--- src/rtl/dp_cache_responder.sv ---
// ----------------------------------------------------------------------------
// dp_cache_responder
//
// Responder end of the datapath/cache request interface. Instruction and data
// requests from the pipelined datapath are arbitrated onto one single-ported
// RAM channel. The RAM signals completion with ramready. The datapath gets a
// one-cycle ihit/dhit pulse together with registered load data.
//
// Parameters:
//   RAM_AW    : word-address bits on ramaddr (byte address bits [RAM_AW+1:2])
//   DATA_PRIO : 1 = data request wins a same-cycle tie, 0 = instruction wins
//
// Optional feature (macro DP_IBUF_EN):
//   Adds a one-entry instruction buffer. A fetch that matches the buffer skips
//   the RAM and answers in IRESP directly. A completed data write to the
//   buffered word invalidates the entry.
//
// Ports:
//   CLK, nRST               : clock, asynchronous active-low reset
//   imemREN, imemaddr       : instruction read request (level) and byte address
//   dmemREN, dmemWEN        : data read / write request (level)
//   dmemaddr, dmemstore     : data byte address and write value
//   halt                    : datapath halted, stops all further RAM traffic
//   ihit, imemload          : instruction hit pulse and instruction word
//   dhit, dmemload          : data hit pulse and load word
//   ramREN, ramWEN          : RAM read / write strobes
//   ramaddr, ramstore       : RAM word address and write data
//   ramload, ramready       : RAM read data and access-complete flag
// ----------------------------------------------------------------------------
module dp_cache_responder #(
    parameter int RAM_AW    = 16,
    parameter int DATA_PRIO = 1
) (
    input  logic              CLK,
    input  logic              nRST,
    input  logic              imemREN,
    input  logic [31:0]       imemaddr,
    input  logic              dmemREN,
    input  logic              dmemWEN,
    input  logic [31:0]       dmemaddr,
    input  logic [31:0]       dmemstore,
    input  logic              halt,
    output logic              ihit,
    output logic              dhit,
    output logic [31:0]       imemload,
    output logic [31:0]       dmemload,
    output logic              ramREN,
    output logic              ramWEN,
    output logic [RAM_AW-1:0] ramaddr,
    output logic [31:0]       ramstore,
    input  logic [31:0]       ramload,
    input  logic              ramready
);

    typedef enum logic [2:0] {
        IDLE   = 3'd0,
        IREQ   = 3'd1,
        DREQ   = 3'd2,
        IRESP  = 3'd3,
        DRESP  = 3'd4,
        HALTED = 3'd5
    } state_t;

    state_t            state_q, state_d;
    logic              wr_q, wr_d;
    logic              halt_pend_q, halt_pend_d;
    logic              ihit_q, ihit_d;
    logic              dhit_q, dhit_d;
    logic [31:0]       imemload_q, imemload_d;
    logic [31:0]       dmemload_q, dmemload_d;
    logic              ramren_q, ramren_d;
    logic              ramwen_q, ramwen_d;
    logic [RAM_AW-1:0] ramaddr_q, ramaddr_d;
    logic [31:0]       ramstore_q, ramstore_d;

    logic              dreq_s;
    logic              dsel_s;
    logic              prio_data_s;
    logic              halt_any_s;

`ifdef DP_IBUF_EN
    logic [29:0]       req_tag_q, req_tag_d;
    logic [29:0]       ibuf_tag_q, ibuf_tag_d;
    logic              ibuf_vld_q, ibuf_vld_d;
    logic [31:0]       ibuf_word_q, ibuf_word_d;
    logic              ibuf_hit_s;
    logic [3:0]        unused_addr_bits_s;

    assign ibuf_hit_s         = ibuf_vld_q && (ibuf_tag_q == imemaddr[31:2]);
    assign unused_addr_bits_s = {imemaddr[1:0], dmemaddr[1:0]};
`else
    logic [63-2*RAM_AW:0] unused_addr_bits_s;

    assign unused_addr_bits_s = {imemaddr[31:RAM_AW+2], imemaddr[1:0],
                                 dmemaddr[31:RAM_AW+2], dmemaddr[1:0]};
`endif

    assign prio_data_s = (DATA_PRIO != 0);
    assign dreq_s      = dmemREN | dmemWEN;
    // A data request is taken unless an instruction request ties with it and
    // instructions have priority.
    assign dsel_s      = dreq_s & (prio_data_s | ~imemREN);
    // halt seen at any time during an access is remembered so the access can
    // finish before parking in HALTED.
    assign halt_any_s  = halt | halt_pend_q;

    // Next-state, request latching and registered-output computation.
    always_comb begin
        state_d     = state_q;
        wr_d        = wr_q;
        halt_pend_d = halt_pend_q | halt;
        ihit_d      = 1'b0;
        dhit_d      = 1'b0;
        imemload_d  = imemload_q;
        dmemload_d  = dmemload_q;
        ramren_d    = ramren_q;
        ramwen_d    = ramwen_q;
        ramaddr_d   = ramaddr_q;
        ramstore_d  = ramstore_q;
`ifdef DP_IBUF_EN
        req_tag_d   = req_tag_q;
        ibuf_tag_d  = ibuf_tag_q;
        ibuf_vld_d  = ibuf_vld_q;
        ibuf_word_d = ibuf_word_q;
`endif

        case (state_q)
            IDLE: begin
                if (halt_any_s) begin
                    state_d  = HALTED;
                    ramren_d = 1'b0;
                    ramwen_d = 1'b0;
                end else if (dsel_s) begin
                    // A simultaneous read+write is a write.
                    state_d    = DREQ;
                    wr_d       = dmemWEN;
                    ramren_d   = ~dmemWEN;
                    ramwen_d   = dmemWEN;
                    ramaddr_d  = dmemaddr[RAM_AW+1:2];
                    ramstore_d = dmemstore;
`ifdef DP_IBUF_EN
                    req_tag_d  = dmemaddr[31:2];
`endif
                end else if (imemREN) begin
`ifdef DP_IBUF_EN
                    if (ibuf_hit_s) begin
                        // Buffered word answers without touching the RAM.
                        state_d    = IRESP;
                        ihit_d     = 1'b1;
                        imemload_d = ibuf_word_q;
                        ramren_d   = 1'b0;
                        ramwen_d   = 1'b0;
                    end else begin
                        state_d    = IREQ;
                        wr_d       = 1'b0;
                        ramren_d   = 1'b1;
                        ramwen_d   = 1'b0;
                        ramaddr_d  = imemaddr[RAM_AW+1:2];
                        ramstore_d = 32'h0000_0000;
                        req_tag_d  = imemaddr[31:2];
                    end
`else
                    state_d    = IREQ;
                    wr_d       = 1'b0;
                    ramren_d   = 1'b1;
                    ramwen_d   = 1'b0;
                    ramaddr_d  = imemaddr[RAM_AW+1:2];
                    ramstore_d = 32'h0000_0000;
`endif
                end else begin
                    state_d = IDLE;
                end
            end

            IREQ: begin
                if (ramready) begin
                    state_d    = IRESP;
                    ihit_d     = 1'b1;
                    imemload_d = ramload;
                    ramren_d   = 1'b0;
                    ramwen_d   = 1'b0;
`ifdef DP_IBUF_EN
                    ibuf_vld_d  = 1'b1;
                    ibuf_tag_d  = req_tag_q;
                    ibuf_word_d = ramload;
`endif
                end else begin
                    state_d = IREQ;
                end
            end

            DREQ: begin
                if (ramready) begin
                    state_d  = DRESP;
                    dhit_d   = 1'b1;
                    ramren_d = 1'b0;
                    ramwen_d = 1'b0;
                    if (!wr_q) begin
                        dmemload_d = ramload;
                    end else begin
                        dmemload_d = dmemload_q;
                    end
`ifdef DP_IBUF_EN
                    // A completed write to the buffered word makes it stale.
                    if (wr_q && (ibuf_tag_q == req_tag_q)) begin
                        ibuf_vld_d = 1'b0;
                    end else begin
                        ibuf_vld_d = ibuf_vld_q;
                    end
`endif
                end else begin
                    state_d = DREQ;
                end
            end

            IRESP, DRESP: begin
                ramren_d = 1'b0;
                ramwen_d = 1'b0;
                if (halt_any_s) begin
                    state_d = HALTED;
                end else begin
                    state_d = IDLE;
                end
            end

            HALTED: begin
                state_d  = HALTED;
                ramren_d = 1'b0;
                ramwen_d = 1'b0;
            end

            default: begin
                state_d  = IDLE;
                ramren_d = 1'b0;
                ramwen_d = 1'b0;
            end
        endcase
    end

    // State and output registers; reset drops every strobe at once.
    always_ff @(posedge CLK or negedge nRST) begin
        if (!nRST) begin
            state_q     <= IDLE;
            wr_q        <= 1'b0;
            halt_pend_q <= 1'b0;
            ihit_q      <= 1'b0;
            dhit_q      <= 1'b0;
            imemload_q  <= 32'h0000_0000;
            dmemload_q  <= 32'h0000_0000;
            ramren_q    <= 1'b0;
            ramwen_q    <= 1'b0;
            ramaddr_q   <= '0;
            ramstore_q  <= 32'h0000_0000;
        end else begin
            state_q     <= state_d;
            wr_q        <= wr_d;
            halt_pend_q <= halt_pend_d;
            ihit_q      <= ihit_d;
            dhit_q      <= dhit_d;
            imemload_q  <= imemload_d;
            dmemload_q  <= dmemload_d;
            ramren_q    <= ramren_d;
            ramwen_q    <= ramwen_d;
            ramaddr_q   <= ramaddr_d;
            ramstore_q  <= ramstore_d;
        end
    end

`ifdef DP_IBUF_EN
    // Instruction buffer registers; reset invalidates the entry.
    always_ff @(posedge CLK or negedge nRST) begin
        if (!nRST) begin
            req_tag_q   <= 30'h0000_0000;
            ibuf_tag_q  <= 30'h0000_0000;
            ibuf_vld_q  <= 1'b0;
            ibuf_word_q <= 32'h0000_0000;
        end else begin
            req_tag_q   <= req_tag_d;
            ibuf_tag_q  <= ibuf_tag_d;
            ibuf_vld_q  <= ibuf_vld_d;
            ibuf_word_q <= ibuf_word_d;
        end
    end
`endif

    assign ihit     = ihit_q;
    assign dhit     = dhit_q;
    assign imemload = imemload_q;
    assign dmemload = dmemload_q;
    assign ramREN   = ramren_q;
    assign ramWEN   = ramwen_q;
    assign ramaddr  = ramaddr_q;
    assign ramstore = ramstore_q;

endmodule

--- config.mk ---
export PLATFORM = sky130hd
export DESIGN_NAME = dp_cache_responder
export DESIGN_NICKNAME = d
export VERILOG_FILES = /design/src/rtl/dp_cache_responder.sv
export SDC_FILE = /design/constraint.sdc
export NUM_CORES = 1
export LEC_CHECK = 0
export ABC_AREA = 0
export BUFFER_PORTS_ARGS = -buffer_cell sky130_fd_sc_hd__buf_4
export CORE_MARGIN = 3
export CORE_UTILIZATION = 31
export DETAILED_ROUTE_END_ITERATION = 16
export SETUP_SLACK_MARGIN = 0.1
export SLEW_MARGIN = 20
export SYNTH_ARGS = -nofsm -noshare
export SYNTH_HDL_FRONTEND = slang
export SYNTH_SLANG_ARGS = --single-unit
--- constraint.sdc ---
create_clock -name CLK -period 1.7 [get_ports CLK]
set_clock_uncertainty 0.1 [all_clocks]
set_input_delay 0.085 -clock CLK [delete_from_list [all_inputs] [get_ports CLK]]
set_output_delay 0.085 -clock CLK [all_outputs]
set_load 0.01 [all_outputs]
---- Yosys cells after proc, flatten, opt, wreduce, memory -nomap -nowiden ----
Index checks and enable logic that the tools add are counted.
storage, ports and cells
  bits in registers ....................... 121
  output and inout port bits .............. 116
  logic and storage cells ................. 54
cells by class
  equality and inequality tests ........... 7
  multiplexer cells ....................... 23
  bitwise gates (word level) .............. 5
  reductions and logical operators ........ 8
operators by type and width
  kind                  number
  $mux W32              2
  $mux W16              2
  $pmux W3 S5           1
  $mux W1               11
  $mux W3               3
  $eq A3 B2 Y1 const B  2
  $eq A3 B3 Y1 const B  2
  $reduce_and A3 Y1     2
  $mux W2               2
  $ne A4 B4 Y1 const B  1
  $pmux W1 S2           2
  $reduce_and A2 Y1     2
  $reduce_or A2 Y1      2
  $eq A3 B1 Y1 const B  1
  $logic_not A3 Y1      1
  $not A1 Y1            3
  $ne A2 B1 Y1 const B  1
  $or A1 B1 Y1          2
  $reduce_bool A2 Y1    1

---- Depth between registers and ports, before layout ----
Gate-level depths: netlist of run 1.
  depth in word-level cells ............... 4
  gate-level depth with buffers ........... 6
  depth with buffers taken out ............ 4

---- Worst setup path after synthesis of run 1 ----
OpenSTA, ideal clock, no wires.
  kind .................................... flip-flop to flip-flop
  start point ............................. register state_q[2]
  end point ............................... register dmemload_q[0], in the netlist dmemload[0]
  setup time .............................. 0.125 ns
  data arrival time ....................... 1.455 ns
  setup slack ............................. 0.019 ns
  stages on the path, launching flop included .. 7
  path buffers ............................ 3
  cell sequence ........................... dfrtp_1 > buf_4 > and4bb_1 > nor2b_4 > buf_6 > buf_8 > mux2_4
between the ends
  cells in the longest elaborated chain, start to end .. 2
RTL lines
  what                                RTL line  RTL
  from (decl)                         64        state_t state_q, state_d;
  from (signal assigned)              255       state_q <= state_d;
  $eq A3 B2 Y1                        127       case (state_q)
  $reduce_and A3 Y1 (no source line)  -
  to (signal assigned)                261       dmemload_q <= dmemload_d;
  to (decl)                           70        logic [31:0] dmemload_q, dmemload_d;
No other way between the ends.
A chain may end at the register's enable or synchronous reset.

---- Worst setup path in the final report of run 1 ----
  start point ............................. register state_q[2]
  end point ............................... register ramstore_q[11], in the netlist ramstore[11]
between the ends
  cells in the longest elaborated chain, start to end .. 2
RTL lines
  what                                RTL line  RTL
  $logic_not A3 Y1                    127
  $reduce_and A3 Y1 (no source line)  -
  to (signal assigned)                265       ramstore_q <= ramstore_d;
  to (decl)                           74        logic [31:0] ramstore_q, ramstore_d;
No other way between the ends.

==> metrics, run 1 <==
Post-synth top cells 121 x dfrtp_1, 34 x a22o_1, 34 x mux2_2, 30 x mux2_4, 18 x o21ai_0; Starting Density 0.322; Critical Path, Cell by Cell buf_6, or3_4, nor3_4, buf_12, clkbuf_16, a22o_1; total gr overflow 0; Placeable Area 15,500 um^2; DR vias 4,153; Ports 251; routed vias/inst 4.65; setup TNS -0.00873 ns; Syn Inst Count 327; leading area contributor after synthesis dfrtp_1; total placed cells including tap cells 749; CTS buffer count 17; Primary FF master, synth dfrtp_1; synthesized area per cell 15.3 um^2; Diodes inserted 0; pwr/cell area 1180 nW/um^2; Ys Warns 0; GP Congestion 0.739; CTS tree yes; Final Non-Filler Cells 893; IO Port Bufs 218; Critical-path top delay cell dfrtp_1; GRT Total Usage 0.168; Final Net Count 804; Pint 7.73 mW; CP Capture Type flip-flop; count leader, synth dfrtp_1; max layer used met4; Final period util 1.00; DRT iter0 DRCs 150; switch share 0.270; share of total power in the clock network 0.329; layout cells sized above 1 0.556; slew margin rel. 0.682; Period minus WS final 1.71 ns; Max Buffers Root-to-Sink 2; Die X 133 um; worst path required time 1.94 ns; Synth top area share 0.607; global-route wire length before repair 23,700 um; critical path arrival 1.95 ns; Mapped Area 4990 um^2; failing checks negative setup slack; worst slew pin tran 0.476 ns; WL met3 874 um; Antenna Nets Post-Route 0; vias in the first global route 4,532; Die H 133 um; Met1 Wirelength 6400 um; cell row count 45; slowest stage delay, CP 0.42 ns; Worst VDD drop 0.678 mV; pin count of the biggest net entering global routing 52; Leak Pwr 4.39 nW; Worst-Skew Late Latency 0.41 ns; synthesis-stage register bit count 121; CP Class reg -> reg; Root Buffer clkbuf_16; Hold Path Class in -> reg; asr flop ratio synth 1.00; DR WL met2 7790 um; H-tree levels 4; first-pass iteration count of the detailed router 4; storage element area 3030 um^2; Final Worst Setup Slack -0.00842 ns; Crit Path Max Fanout 8; antenna violations before repair 0; Hold WS 0.0299 ns; Max-Cap Viols 0; Comb pwr share 0.305; post-synth cell types 34; Final Hold Vio Count 0; clk sink count 121; max-slew violation count 0; Seq/Total Area, Yosys 0.607; endpoints failing setup 2; Net Sw Power 2.86 mW; drt total wl 15,400 um; CTS clk-pin slew, worst paths 0.05 ns; fill count 1,210; Die ar. 17,700 um^2; DP Wirelength 9250 um; status finished with violations; area delta synth->final 80.4%; RSZ-0062 raised after global routing yes; fmax 585 MHz; number of synthesized flops with an enable pin 0; Syn Nets 462; Post-route DRC 0; area of the multi-input gates 2010 um^2; Worst Setup Start Kind flip-flop; synth top area cells dfrtp_1 61%, mux2_4 9.0%, mux2_2 7.7%; Post-DP Area 6990 um^2; Final Cell Area 9000 um^2; Flop pwr share 0.366; drt wl/cell 17.2 um
## layer usage
metal,track usage,vias up
li1,-,1913
met1,0.197,2072
met2,0.290,148
met3,0.0452,20
met4,0.0710,0
met5,0,-
## timing repair
action	4_1_cts	5_1_grt
setup buffers	0	7
pin swaps	28	24
setup endpoints to repair	115	114
resized for setup	37	10
hold buffers	98	0
endpoints found under the hold margin	239	0
gates cloned	0	7
## cells by family (layout without fill, tap and decap cells)
kind of cell    count (synthesis)  count (layout)  share of synthesized area
flops                         121             121                      0.607
compound gates                 73              73                      0.114
mux                            67              67                      0.173
simple gates                   36              36                     0.0622
buf+inv                        29             384                     0.0421
xor+xnor                        1               1                    0.00176
## path summary, 6_finish.rpt
check / from / to / slack, ns / cells after the start
max: state_q[2]$_DFF_PN0_ / ramstore[11]$_DFFE_PN0P_ / -0.008 / 6
min: imemaddr[8] / ramaddr[6]$_DFFE_PN0P_ / 0.03 / 4
max in group asynchronous: nRST / imemload[14]$_DFFE_PN0P_ / 0.74 / 3
min in group asynchronous: nRST / imemload[13]$_DFFE_PN0P_ / 0.13 / 3
max reg2reg: state_q[2]$_DFF_PN0_ / ramstore[11]$_DFFE_PN0P_ / -0.008 / 6
min reg2reg: ramstore[13]$_DFFE_PN0P_ / ramstore[13]$_DFFE_PN0P_ / 0.40 / 1
## registers in the layout, summed over array words and instances (netlist names)
signal / cells
ramstore: 32
state_q: 3
dhit: 1
wr_q: 1
dmemload: 32
imemload: 32
ihit: 1
ramREN: 1
halt_pend_q: 1
ramaddr: 16
ramWEN: 1
## stage by stage
stage | util | setup slack (ns) | power [mW]
detailed placement | 0.451 | -0.00927 | 6.65
floorplan | - | 0.0492 | 5.23
global placement | 0.451 | 0.0106 | 6.58
global route | 0.581 | -0.0488 | 11.1
CTS | 0.563 | -0.00328 | 10.6
finish | 0.581 | -0.00842 | 10.6
## cell usage in the layout, fill, tap and decap left out, types with 2 or more instances in the layout
cell type and instances:
a22o_1 34, a2bb2oi_2 16, and3_1 2, buf_12 8, buf_4 232, buf_6 2
buf_8 4, bufinv_16 2, clkbuf_1 3, clkbuf_16 23, clkinv_2 3, clkinvlp_4 4
dfrtp_1 120, dlygate4sd3_1 98, inv_1 2, mux2_4 64, mux2i_1 3, nor2_1 5
nor3_4 2, o21ai_0 18, or3_1 2, or4b_1 8, or4b_2 8
## final cells by class
class,count,area share
Sequential cell,121,0.336
Timing Repair Buffer,350,0.346
Clock inverter,11,0.0136
Clock buffer,21,0.0500
Tap cell,211,0.0293
Inverter,2,0.000834
Multi-Input combinational cell,177,0.224
## power by group through the flow
stage / clock, mW / sequential, mW / combinational, mW
detailed placement: 0 / 3.89 / 2.76
global route: 3.71 / 3.96 / 3.43
CTS: 3.57 / 3.87 / 3.14
finish: 3.48 / 3.88 / 3.23
floorplan: 0 / 4.09 / 1.14
global placement: 0 / 3.86 / 2.72
## critical path: cells and delay by family, from the launching register on
family	cells	cell delay, ns
DFF	1	0.42
AOI/OAI and AO/OA	1	0.13
buffers and inverters	3	0.46
and+or+nand+nor	2	0.53
Power figures use the tool's default switching activity.
==> run 2, diff against run 1 <==
--- a/config.mk
+++ b/config.mk
@@ -8,8 +8,9 @@
 export ABC_AREA = 0
 export BUFFER_PORTS_ARGS = -buffer_cell sky130_fd_sc_hd__buf_4
 export CORE_MARGIN = 3
-export CORE_UTILIZATION = 31
+export CORE_UTILIZATION = 41
 export DETAILED_ROUTE_END_ITERATION = 16
+export PLACE_DENSITY = 0.76
 export SETUP_SLACK_MARGIN = 0.1
 export SLEW_MARGIN = 20
 export SYNTH_ARGS = -nofsm -noshare
==> run 2 against run 1 <==
Effect of this change: the flow now finishes without violations; core utilization rose by 16 points; cell area down 3.8%; global-route usage up 6.2 points; first-iteration DRC count is 64% higher; setup slack gained 0.0096 ns; combinational power is 4% higher; total power is 7.9% higher; hold slack worse by 0.020 ns; register-to-register slack barely moved; wire length grew 4.8%; sequential power barely moved; final cell count is 9.5% lower; critical endpoint is now dmemload[22]$_DFFE_PN0P_.
==> metrics, run 2 (same netlist as run 1, synthesis figures left out) <==
area delta synth->final 73.5% (was 80.4%); DR WL met2 8140 um (was 7790 um); Placeable Area 11,700 um^2 (was 15,500 um^2); Post-route DRC 0 (unchanged); Period minus WS final 1.70 ns (was 1.71 ns); global-route wire length before repair 23,700 um (about the same); worst path required time 1.89 ns (was 1.94 ns); max-slew violation count 0 (unchanged); drt total wl 16,100 um (was 15,400 um); Max Buffers Root-to-Sink 2 (unchanged); pin count of the biggest net entering global routing 122 (was 52); Root Buffer clkbuf_16 (unchanged); Worst Setup Start Kind flip-flop (unchanged); Setup crit start state_q[0]$_DFF_PN0_ (was state_q[2]$_DFF_PN0_); Starting Density 0.428 (was 0.322); Diodes inserted 0 (unchanged); clk sink count 121 (unchanged); Hold Path Origin imemaddr[10] (was imemaddr[8]); Crit Path Max Fanout 26 (was 8); H-tree levels 4 (unchanged); Hold WS 0.0101 ns (was 0.0299 ns); max layer used met4 (unchanged); commonest non-fill, non-tap cell in the layout buf_4 (unchanged); routed vias/inst 5.19 (was 4.65); Die X 116 um (was 133 um); r2r setup slk 0.001 ns (was -0.008 ns); Max-Cap Viols 0 (unchanged); commonest non-fill, non-tap cells in the layout 228 x buf_4, 120 x dfrtp_1, 91 x dlygate4sd3_1 (was 232 x buf_4, 120 x dfrtp_1, 98 x dlygate4sd3_1); WL met3 1200 um (was 874 um); Met1 Wirelength 6260 um (was 6400 um); antenna violations before repair 0 (unchanged); worst r2r path cells 4 (was 6); RSZ-0062 raised after global routing yes (unchanged); Leak Pwr 4.31 nW (was 4.39 nW); Final period util 0.999 (was 1.00); total gr overflow 0 (unchanged); Hold Path Class in -> reg (unchanged); Final Net Count 787 (was 804); Die ar. 13,500 um^2 (was 17,700 um^2); Worst-Skew Late Latency 0.41 ns (about the same); Final Non-Filler Cells 808 (was 893); Final Hold Vio Count 0 (unchanged); area of the multi-input gates 1900 um^2 (was 2010 um^2); CTS clk-pin slew, worst paths 0.06 ns (was 0.05 ns); CTS buffer count 17 (unchanged); cell row count 39 (was 45); worst setup path endpoint dmemload[22]$_DFFE_PN0P_ (was ramstore[11]$_DFFE_PN0P_); DP Wirelength 8610 um (was 9250 um); CTS tree yes (unchanged); fill count 707 (was 1,210); DR vias 4,194 (was 4,153); CP Capture Type flip-flop (unchanged); setup TNS 0 ns (was -0.00873 ns); pwr/cell area 1320 nW/um^2 (was 1180 nW/um^2); first-pass iteration count of the detailed router 4 (unchanged); storage element area 3030 um^2 (unchanged); IO Port Bufs 218 (unchanged); Worst VDD drop 0.862 mV (was 0.678 mV); worst slew pin tran 0.658 ns (was 0.476 ns); CP Class reg -> reg (unchanged); Die H 116 um (was 133 um); Power Total 11.4 mW (was 10.6 mW); Reg2Reg Capture Point dmemload[22]$_DFFE_PN0P_ (was ramstore[11]$_DFFE_PN0P_); GRT Total Usage 0.230 (was 0.168); vias in the first global route 4,452 (was 4,532); GP Congestion 0.737 (was 0.739); critical path arrival 1.89 ns (was 1.95 ns); fmax 589 MHz (was 585 MHz); DRT iter0 DRCs 246 (was 150); slew margin rel. 0.561 (was 0.682); total placed cells including tap cells 678 (was 749); drt wl/cell 19.9 um (was 17.2 um); worst r2r src state_q[0]$_DFF_PN0_ (was state_q[2]$_DFF_PN0_); status finished, final reports clean (was finished with violations); layout cells sized above 1 0.534 (was 0.556); Ports 251 (unchanged); Antenna Nets Post-Route 0 (unchanged); endpoints failing setup 0 (was 2)
[run 2: worst min path at each step]
stage | end | slack, ns | cells past startpoint
CTS | ramaddr[15]$_DFFE_PN0P_ | 0.0007 | 4
finish | ramaddr[8]$_DFFE_PN0P_ | 0.01 | 4
floorplan | dhit$_DFF_PN0_ | -0.31 | 0
detailed placement | dmemload[19]$_DFFE_PN0P_ | 0.13 | 2
global placement | imemload[19]$_DFFE_PN0P_ | 0.12 | 2
global route | ramaddr[8]$_DFFE_PN0P_ | 0.03 | 4
[run 2: area by class of cell]
cell class                 count  share of cell area
clock buffer                  18              0.0496
inverter                       2            0.000867
tap                          143              0.0207
multi-input combinational    177               0.219
timing repair buffer         333               0.331
sequential                   121               0.350
clock inverter                14              0.0290
[run 2: through the flow]
step	setup slack [ns]	cell area [um^2]	util
final	0.00120	8660	0.743
after global routing	-0.0546	8660	0.743
after CTS	0.0126	8490	0.728
after detailed placement	-0.00303	6870	0.589
after global placement	0.0303	6870	0.589
after floorplan	0.0492	5060	-
[run 2: metal layers]
layer,global-route usage,vias up
li1,-,1873
met1,0.267,2079
met2,0.392,203
met3,0.0663,39
met4,0.108,0
met5,0,-
[run 2: repair_timing]
action,in CTS,in global routing
endpoints found under the setup margin,110,115
gates resized for setup,7,24
pin swaps,1,0
gates cloned,1,4
setup buffers,0,2
hold buffers,91,0
hold endpoints to repair,239,0
[run 2: critical path: stages (launching register included)]
cell	delay, ns
dfrtp_1	0.40
and4bb_1	0.30
nor2b_4	0.18
buf_12	0.24
mux2_4	0.34
[run 2: report_power, final]
part	internal [mW]	leakage [nW]	switching, mW
sequential	3.48	1.57	0.401
clock	2.88	0.333	1.31
combinational	2.09	2.40	1.26
total	8.46	4.31	2.97
==> run 3, diff against run 2 <==
==> constraint.sdc (replaced) <==
create_clock -name CLK -period 1.7 [get_ports CLK]
set_clock_uncertainty 0.1 [all_clocks]
set_input_delay 0.17 -clock CLK [delete_from_list [all_inputs] [get_ports CLK]]
set_output_delay 0.17 -clock CLK [all_outputs]
set_load 0.01 [all_outputs]
==> run 3 against run 2 <==
Effect of this change: die area is the same; global-route usage shrank 1.1 points; sequential share of layout area grew 0.28 points; combinational power is essentially flat; via count shrank 0.55%; clock power shrank 21%; count of clock-buffer cells in the layout grew 4; fmax grew 0.69%; sequential power is essentially flat; flip-flop and latch count is the same; critical endpoint is now dmemload[6]$_DFFE_PN0P_.
==> metrics, run 3 (same netlist as run 1, synthesis figures left out) <==
critical path arrival 1.87 ns (was 1.89 ns); routed vias/inst 5.25 (was 5.19); Period minus WS final 1.69 ns (was 1.70 ns); fill count 705 (was 707); Worst Setup Start Kind flip-flop (unchanged); CP Capture Type flip-flop (unchanged); total gr overflow 0 (unchanged); Final Worst Setup Slack 0.0129 ns (was 0.00120 ns); DR vias 4,171 (was 4,194); Critical-path top delay cell dfrtp_2 (was dfrtp_1); CTS buffer count 17 (unchanged); Die H 116 um (unchanged); drt total wl 15,600 um (was 16,100 um); Starting Density 0.428 (unchanged); CP Class reg -> reg (unchanged); Final Non-Filler Cells 795 (was 808); DP Wirelength 8880 um (was 8610 um); worst slew pin tran 0.370 ns (was 0.658 ns); drt wl/cell 19.6 um (was 19.9 um); Final Hold Vio Count 0 (unchanged); GRT Total Usage 0.219 (was 0.230); Die X 116 um (unchanged); worst path buffer plus inverter count 1 (unchanged); pwr/cell area 1230 nW/um^2 (was 1320 nW/um^2); Die ar. 13,500 um^2 (unchanged); worst path required time 1.88 ns (was 1.89 ns); Root Buffer clkbuf_16 (unchanged); Antenna Nets Post-Route 0 (unchanged); Max-Cap Viols 0 (unchanged); IO Port Bufs 218 (unchanged); fmax 593 MHz (was 589 MHz); Placeable Area 11,700 um^2 (unchanged); cell row count 39 (unchanged); first-pass iteration count of the detailed router 4 (unchanged); Hold Path Class in -> reg (unchanged); Final Net Count 774 (was 787); Worst VDD drop 0.636 mV (was 0.862 mV); commonest non-fill, non-tap cell in the layout buf_4 (unchanged); clk sink count 121 (unchanged); endpoints failing setup 0 (unchanged); status finished, final reports clean (unchanged); vias in the first global route 4,350 (was 4,452); Hold WS 0.00334 ns (was 0.0101 ns); RSZ-0062 raised after global routing yes (unchanged); max-slew violation count 0 (unchanged); setup TNS 0 ns (unchanged); Worst-Skew Late Latency 0.40 ns (was 0.41 ns); total placed cells including tap cells 680 (was 678); DP Worst Slack 0.0221 ns (was -0.00303 ns); pin count of the biggest net entering global routing 67 (was 122); H-tree levels 4 (unchanged); Max Buffers Root-to-Sink 2 (unchanged); GP Congestion 0.745 (was 0.737); global-route wire length before repair 22,700 um (was 23,700 um); Ports 251 (unchanged); Leak Pwr 4.25 nW (was 4.31 nW); commonest non-fill, non-tap cells in the layout 227 x buf_4, 120 x dfrtp_1, 72 x dlygate4sd3_1 (was 228 x buf_4, 120 x dfrtp_1, 91 x dlygate4sd3_1); CTS tree yes (unchanged); area delta synth->final 72.1% (was 73.5%); Post-route DRC 0 (unchanged); Crit Path Max Fanout 26 (unchanged); Critical Path, Cell by Cell and4bb_1, nor2b_4, buf_12, mux2_4 (unchanged); slew margin rel. 0.753 (was 0.561); Final period util 0.992 (was 0.999); layout cells sized above 1 0.576 (was 0.534); slowest stage delay, CP 0.43 ns (was 0.40 ns); CP delay by family, top simple AND/OR/NAND/NOR gates (unchanged); CTS clk-pin slew, worst paths 0.05 ns (was 0.06 ns); antenna violations before repair 0 (unchanged); DRT iter0 DRCs 252 (was 246)
run 3: cell type report:
type / instances / area (um^2) / area share
Clock inverter: 9 / 75.1 / 0.00874
Clock buffer: 22 / 464 / 0.0540
Multi-Input combinational cell: 177 / 2010 / 0.234
Sequential cell: 121 / 3030 / 0.353
Inverter: 2 / 7.51 / 0.000874
Tap cell: 143 / 179 / 0.0208
Antenna cell: 1 / 2.50 / 0.000291
Timing Repair Buffer: 320 / 2820 / 0.329
run 3: worst reg2reg max path, cell delays in order (launching register included):
cell and delay, ns:
dfrtp_2 0.43, and4bb_1 0.28, nor2b_4 0.18, buf_12 0.24, mux2_4 0.34
run 3: where the power goes:
group          leakage, nW  total [mW]  internal, mW  switching [mW]
combinational         2.42        3.36          2.12            1.24
clock                0.265        3.31          2.06            1.25
sequential            1.57        3.88          3.49           0.397
total                 4.25        10.6          7.66            2.89
run 3: final timing paths:
check                                    startpoint                  endpoint  slack [ns]  depth (start not counted)
max                            state_q[2]$_DFF_PN0_   dmemload[6]$_DFFE_PN0P_        0.01                          4
min                                     dmemaddr[5]    ramaddr[3]$_DFFE_PN0P_       0.003                          3
max reg2reg                    state_q[2]$_DFF_PN0_   dmemload[6]$_DFFE_PN0P_        0.01                          4
min reg2reg                ramstore[21]$_DFFE_PN0P_  ramstore[21]$_DFFE_PN0P_        0.41                          1
max in group asynchronous                      nRST  ramstore[30]$_DFFE_PN0P_        0.97                          3
min in group asynchronous                      nRST  imemload[13]$_DFFE_PN0P_        0.22                          3
run 3: stage by stage:
step | power, mW | utilization | cell area (um^2)
after CTS | 10.3 | 0.710 | 8280
after global placement | 6.57 | 0.592 | 6910
after global routing | 11.0 | 0.737 | 8590
after floorplan | 5.23 | - | 5060
after detailed placement | 6.65 | 0.592 | 6910
final | 10.6 | 0.737 | 8590
run 3: what timing repair did:
item                                    4_1_cts  5_1_grt
resized for setup                            13       35
endpoints found under the hold margin       224        0
setup buffers                                 2        1
pin swaps                                     2        2
endpoints found under the setup margin      107      114
cloned                                        2        6
hold buffers                                 72        0
run 3: layer usage:
metal	up-vias	track usage	share of wire
li1	1855	-	-
met1	2093	0.264	0.40
met2	200	0.368	0.51
met3	23	0.0705	0.072
met4	0	0.0812	0.018
met5	-	0	0
